===== src/rtl/fetch_stage.sv =====
// Instruction-fetch stage: owns the PC and the IF/ID register, handles stalls, EX redirects and flush bubbles.
// Optional feature macro FETCH_PERF_CNT_EN adds saturating perf_fetched/perf_stalled/perf_flushed counters.
module fetch_stage #(
  parameter int          ADDR_BITS   = 8,
  parameter int          RESET_PC    = 0,
  parameter int          FLUSH_SLOTS = 1,
  parameter logic [31:0] NOP_INST    = 32'h00000000
) (
  input  logic        clock,
  input  logic        reset,
  input  logic        stall,
  input  logic        branch_taken,
  input  logic [31:0] branch_target,
  input  logic [31:0] inst_in,
  output logic [31:0] pc_out,
  output logic [31:0] if_inst,
  output logic [31:0] if_pc,
  output logic [31:0] if_pc_plus1,
`ifdef FETCH_PERF_CNT_EN
  output logic [31:0] perf_fetched,
  output logic [31:0] perf_stalled,
  output logic [31:0] perf_flushed,
`endif
  output logic        if_valid
);

  localparam logic [0:0] RUN   = 1'b0;
  localparam logic [0:0] FLUSH = 1'b1;

  localparam logic [ADDR_BITS-1:0] ONE        = ADDR_BITS'(1);
  localparam logic [ADDR_BITS-1:0] PC_INIT    = ADDR_BITS'(RESET_PC);
  localparam logic [1:0]           FLUSH_INIT = 2'(FLUSH_SLOTS - 1);

  logic [ADDR_BITS-1:0] pc_q, pc_d;
  logic [31:0]          ifInst_q, ifInst_d;
  logic [ADDR_BITS-1:0] ifPc_q, ifPc_d;
  logic [ADDR_BITS-1:0] ifPcPlus1_q, ifPcPlus1_d;
  logic                 ifValid_q, ifValid_d;
  logic [0:0]           state_q, state_d;
  logic [1:0]           flushCnt_q, flushCnt_d;
  logic                 doFetch, doStall, doBubble;

  always_comb begin
    pc_d        = pc_q;
    ifInst_d    = ifInst_q;
    ifPc_d      = ifPc_q;
    ifPcPlus1_d = ifPcPlus1_q;
    ifValid_d   = ifValid_q;
    state_d     = state_q;
    flushCnt_d  = flushCnt_q;
    doFetch     = 1'b0;
    doStall     = 1'b0;
    doBubble    = 1'b0;
    if (branch_taken) begin
      pc_d        = branch_target[ADDR_BITS-1:0];
      ifInst_d    = NOP_INST;
      ifPc_d      = '0;
      ifPcPlus1_d = '0;
      ifValid_d   = 1'b0;
      flushCnt_d  = FLUSH_INIT;
      state_d     = (FLUSH_INIT != 2'd0) ? FLUSH : RUN;
      doBubble    = 1'b1;
    end else if (stall) begin
      doStall = 1'b1;
    end else if (state_q == RUN) begin
      ifInst_d    = inst_in;
      ifPc_d      = pc_q;
      ifPcPlus1_d = pc_q + ONE;
      ifValid_d   = 1'b1;
      pc_d        = pc_q + ONE;
      doFetch     = 1'b1;
    end else begin
      // Prefetch keeps advancing while bubbles drain; the last bubble returns to RUN.
      ifInst_d    = NOP_INST;
      ifPc_d      = '0;
      ifPcPlus1_d = '0;
      ifValid_d   = 1'b0;
      pc_d        = pc_q + ONE;
      flushCnt_d  = flushCnt_q - 2'd1;
      state_d     = (flushCnt_q == 2'd1) ? RUN : FLUSH;
      doBubble    = 1'b1;
    end
  end

  always_ff @(posedge clock) begin
    if (reset) begin
      pc_q        <= PC_INIT;
      ifInst_q    <= NOP_INST;
      ifPc_q      <= '0;
      ifPcPlus1_q <= '0;
      ifValid_q   <= 1'b0;
      state_q     <= RUN;
      flushCnt_q  <= 2'd0;
    end else begin
      pc_q        <= pc_d;
      ifInst_q    <= ifInst_d;
      ifPc_q      <= ifPc_d;
      ifPcPlus1_q <= ifPcPlus1_d;
      ifValid_q   <= ifValid_d;
      state_q     <= state_d;
      flushCnt_q  <= flushCnt_d;
    end
  end

  assign pc_out      = {{(32-ADDR_BITS){1'b0}}, pc_q};
  assign if_inst     = ifInst_q;
  assign if_pc       = {{(32-ADDR_BITS){1'b0}}, ifPc_q};
  assign if_pc_plus1 = {{(32-ADDR_BITS){1'b0}}, ifPcPlus1_q};
  assign if_valid    = ifValid_q;

`ifdef FETCH_PERF_CNT_EN
  logic [31:0] perfFetched_q, perfStalled_q, perfFlushed_q;

  always_ff @(posedge clock) begin
    if (reset) begin
      perfFetched_q <= '0;
      perfStalled_q <= '0;
      perfFlushed_q <= '0;
    end else begin
      if (doFetch && perfFetched_q != 32'hFFFFFFFF) perfFetched_q <= perfFetched_q + 32'd1;
      if (doStall && perfStalled_q != 32'hFFFFFFFF) perfStalled_q <= perfStalled_q + 32'd1;
      if (doBubble && perfFlushed_q != 32'hFFFFFFFF) perfFlushed_q <= perfFlushed_q + 32'd1;
    end
  end

  assign perf_fetched = perfFetched_q;
  assign perf_stalled = perfStalled_q;
  assign perf_flushed = perfFlushed_q;
`else
  logic unusedPerf;
  assign unusedPerf = doFetch ^ doStall ^ doBubble ^ (|branch_target[31:ADDR_BITS]);
`endif

endmodule


===== config.mk =====
export PLATFORM = sky130hd
export DESIGN_NAME = fetch_stage
export DESIGN_NICKNAME = d
export VERILOG_FILES = /design/src/rtl/fetch_stage.sv
export SDC_FILE = /design/constraint.sdc
export NUM_CORES = 1
export LEC_CHECK = 0
export ABC_AREA = 0
export CORE_UTILIZATION = 38
export DETAILED_ROUTE_END_ITERATION = 10
export PLACE_DENSITY = 0.86
export SETUP_SLACK_MARGIN = 0.5
export SLEW_MARGIN = 20
export SYNTH_ARGS = -nofsm -noshare
export SYNTH_HDL_FRONTEND = slang
export SYNTH_SLANG_ARGS = --single-unit

===== constraint.sdc =====
create_clock -name clock -period 4.4 [get_ports clock]
set_clock_uncertainty 0.05 [all_clocks]
set_input_delay 0.88 -clock clock [delete_from_list [all_inputs] [get_ports clock]]
set_output_delay 0.88 -clock clock [all_outputs]
set_load 0.01 [all_outputs]

==> metrics.yaml <==
syn_inst: 320
drc_errors: 0
htreeDepth: 3
crit_family: "simple AND/OR/NAND/NOR gates"
rsz0062_at_grt: "false"
cts_sinks: 60
startpoint_type: "input pin"
clkTransAtPathRegs_ns: 0.07
cp-end-kind: "register"
syn_area_sq_um: 2810
vias: 2430
die_x_um: 88.0
path_class: "input pin to register"
ir_worst_vdd_uv: 273
coreArea_sq_um: 6980
cp_num_buf_inv: 2
worst-r2r-cell-count: 4
path_depth: 5
finalWorstSetupSlack_ns: 1.88
cts_resized: 0
fin_crit_ns: 2.52
ys_seq_elements: 60
postRouteAntennaNets: 0
grt_max_degree: 48
cpPeakStageDelay_ns: 0.83
hold_viol: 0
hold_depth: 2
max_freq_mhz: 396
rrSetupSlack_ns: 2.62
report.final.slew_viol_count: 0
hold_path_startpoint: "ifPcPlus1_q[4]"
synth_top_area_share_pct: 42.7
fin_util_pct: 54.7
final_net_count: 481
layout-area-overhead-vs-synth_pct: 35.9
track_usage_pct: 17.4
synth_warnings: 0
power_density_nw_per_um2: 352
n_antenna_cell: 0
hold_class: "register to register"
outcome: "completed"
drv_cap: 0
total_leakage_power_nw: 1.51
wire_per_inst_um: 12.5
die_h_um: 88.0
cts_buffer_depth: 2
max_slew_margin_pct: 31.3
crit_path_cell_trace: "buf_2, buf_4, nor2_4, a22oi_1, nor2_1"
ctsHoldBuffers: 0
overflow: 0
worst_slew_pin_slew_ns: 1.03
critPathRequiredTime_ns: 4.60
hold_end: "ifPcPlus1_q[4]"
final_cell_area_sq_um: 3820
drive_gt1_share_pct: 5.05
grt_pass1_vias: 2213
crit_arrival_ns: 2.72
wirelength_um: 6420
setup_violations: 0
grt_pass1_wl_um: 10300
hpwl_um: 4490
initial_core_util_pct: 40.3
cts_buffers: 9
cts-root-buf: "clkbuf_8"
crit_slowest_cell: "nor2_4"
drt_first_iter_violations: 111
clk_latency_ns: 0.33
placed_area_sq_um: 3590
first_pass_iters: 4
synth_cell_types: 36
avgViaCountPerCell: 4.75
dieArea_sq_um: 7740
ys_seq_area_share_pct: 42.7
cp_max_fo: 43
timing.rr.end: "pc_q[6]"
yosys.area.top_type: "dfxtp_1"
synth_area_leaders: "dfxtp_1 (43%), buf_4 (19%), a22oi_1 (11%)"
synth_area_per_cell_sq_um: 8.78
crit-reg2reg-launch: "pc_q[0]"
pre_cts_ws_ns: 1.56
port_buffers: 100
antenna_found_initial: 0
ios: 197
place.gp.congestion: 0.804
rows: 30
post-cts-setup-buffers: 0
setup-tns-final_ns: 0
period_share_pct: 57.3
cts_tree: "yes"
[report_power, final]
part           total (W)  internal [W]  switching (W)
registers       0.000579      0.000562      0.0000179
clock network   0.000583      0.000375       0.000208
logic           0.000183     0.0000877      0.0000950
total            0.00135       0.00102       0.000321
[flip-flops by register name, indices dropped and copies added (netlist names)]
register / cells
pc_q: 8
ifPc_q: 8
ifPcPlus1_q: 8
flushCnt_q: 2
if_inst: 32
state_q: 1
if_valid: 1
[per-layer routing]
layer  GRT usage, %  routed length (um)  vias up
li1               -                   -     1142
met1           19.0                2540     1146
met2           30.5                3220      138
met3           8.20                 624        4
met4           4.02                  35        0
met5              0                   0        -
[cells in the final DEF (no fill, tap or decap), drive strengths merged, types with 5 or more instances in the layout]
master and instances:
nand3 11, nand2 5, nor2 53, a21oi 5, or4 5, clkdlybuf4s50 99
xnor2 5, conb 72, inv 5, a22oi 42, clkbuf 11, dfxtp 60
[logic make-up after synthesis]
| logic type | count (synthesis) | synth area share, % |
|---|---|---|
| other | 1 | 0.133 |
| multiplexers | 2 | 0.757 |
| buffers and inverters | 97 | 22.8 |
| flip-flops | 60 | 42.7 |
| XOR/XNOR | 7 | 2.18 |
| AO/OA/AOI/OAI | 64 | 16.5 |
| adder cells (fa/ha/maj) | 2 | 0.890 |
| AND/OR/NAND/NOR | 87 | 14.1 |
[worst min-delay path, cell delays in order, from the launching register on]
cell,delay [ns]
dfxtp_1,0.33
nand3_1,0.07
o21ai_0,0.06
[per-stage QoR]
step / instances / power [W] / hold slack, ns
after floorplan: 391 / 0.000731 / 0.410
after global placement: 496 / 0.000769 / 0.420
after detailed placement: 496 / 0.000773 / 0.434
after CTS: 512 / 0.00136 / 0.448
after global routing: 512 / 0.00141 / 0.486
final: 512 / 0.00135 / 0.445
[Yosys cell counts]
cell type  instances
buf_2              4
nor4_1             2
nand4b_1           1
a22oi_1           42
a31oi_1            1
nand2_1            5
a211oi_1           2
mux2i_1            1
or4_4              1
or2_2              2
nor2b_1            2
nand2b_1           1
or3_1              1
ha_1               2
xnor2_1            5
o21ai_0            4
or4_1              4
nor2_1            53
buf_4             72
o211ai_1           4
o31ai_1            1
nor3_1             2
dfxtp_1           60
mux2_2             1
conb_1             1
inv_1              5
and2_1             1
nand3_1           11
clkbuf_1          10
a311oi_1           2
o221ai_1           1
nand4_1            1
a21oi_1            5
buf_1              6
o31a_1             2
xor2_1             2
[area by class of cell]
type	instances	area, sq um
clock buffer	11	131
clock inverter	5	100
fill	656	3160
inverter	5	18.8
multi-input combinational	234	1240
sequential	60	1200
tap	96	120
timing repair buffer	101	1000
[how the worst max path moves through the flow]
stage	from	to	slack, ns
floorplan	stall	ifPcPlus1_q[7]	2.30
global placement	reset	ifPcPlus1_q[7]	1.63
detailed placement	stall	ifPc_q[1]	1.56
CTS	stall	ifPc_q[1]	1.92
global route	stall	if_inst[16]	1.71
finish	stall	if_inst[12]	1.88
Power figures use the tool's default switching activity.
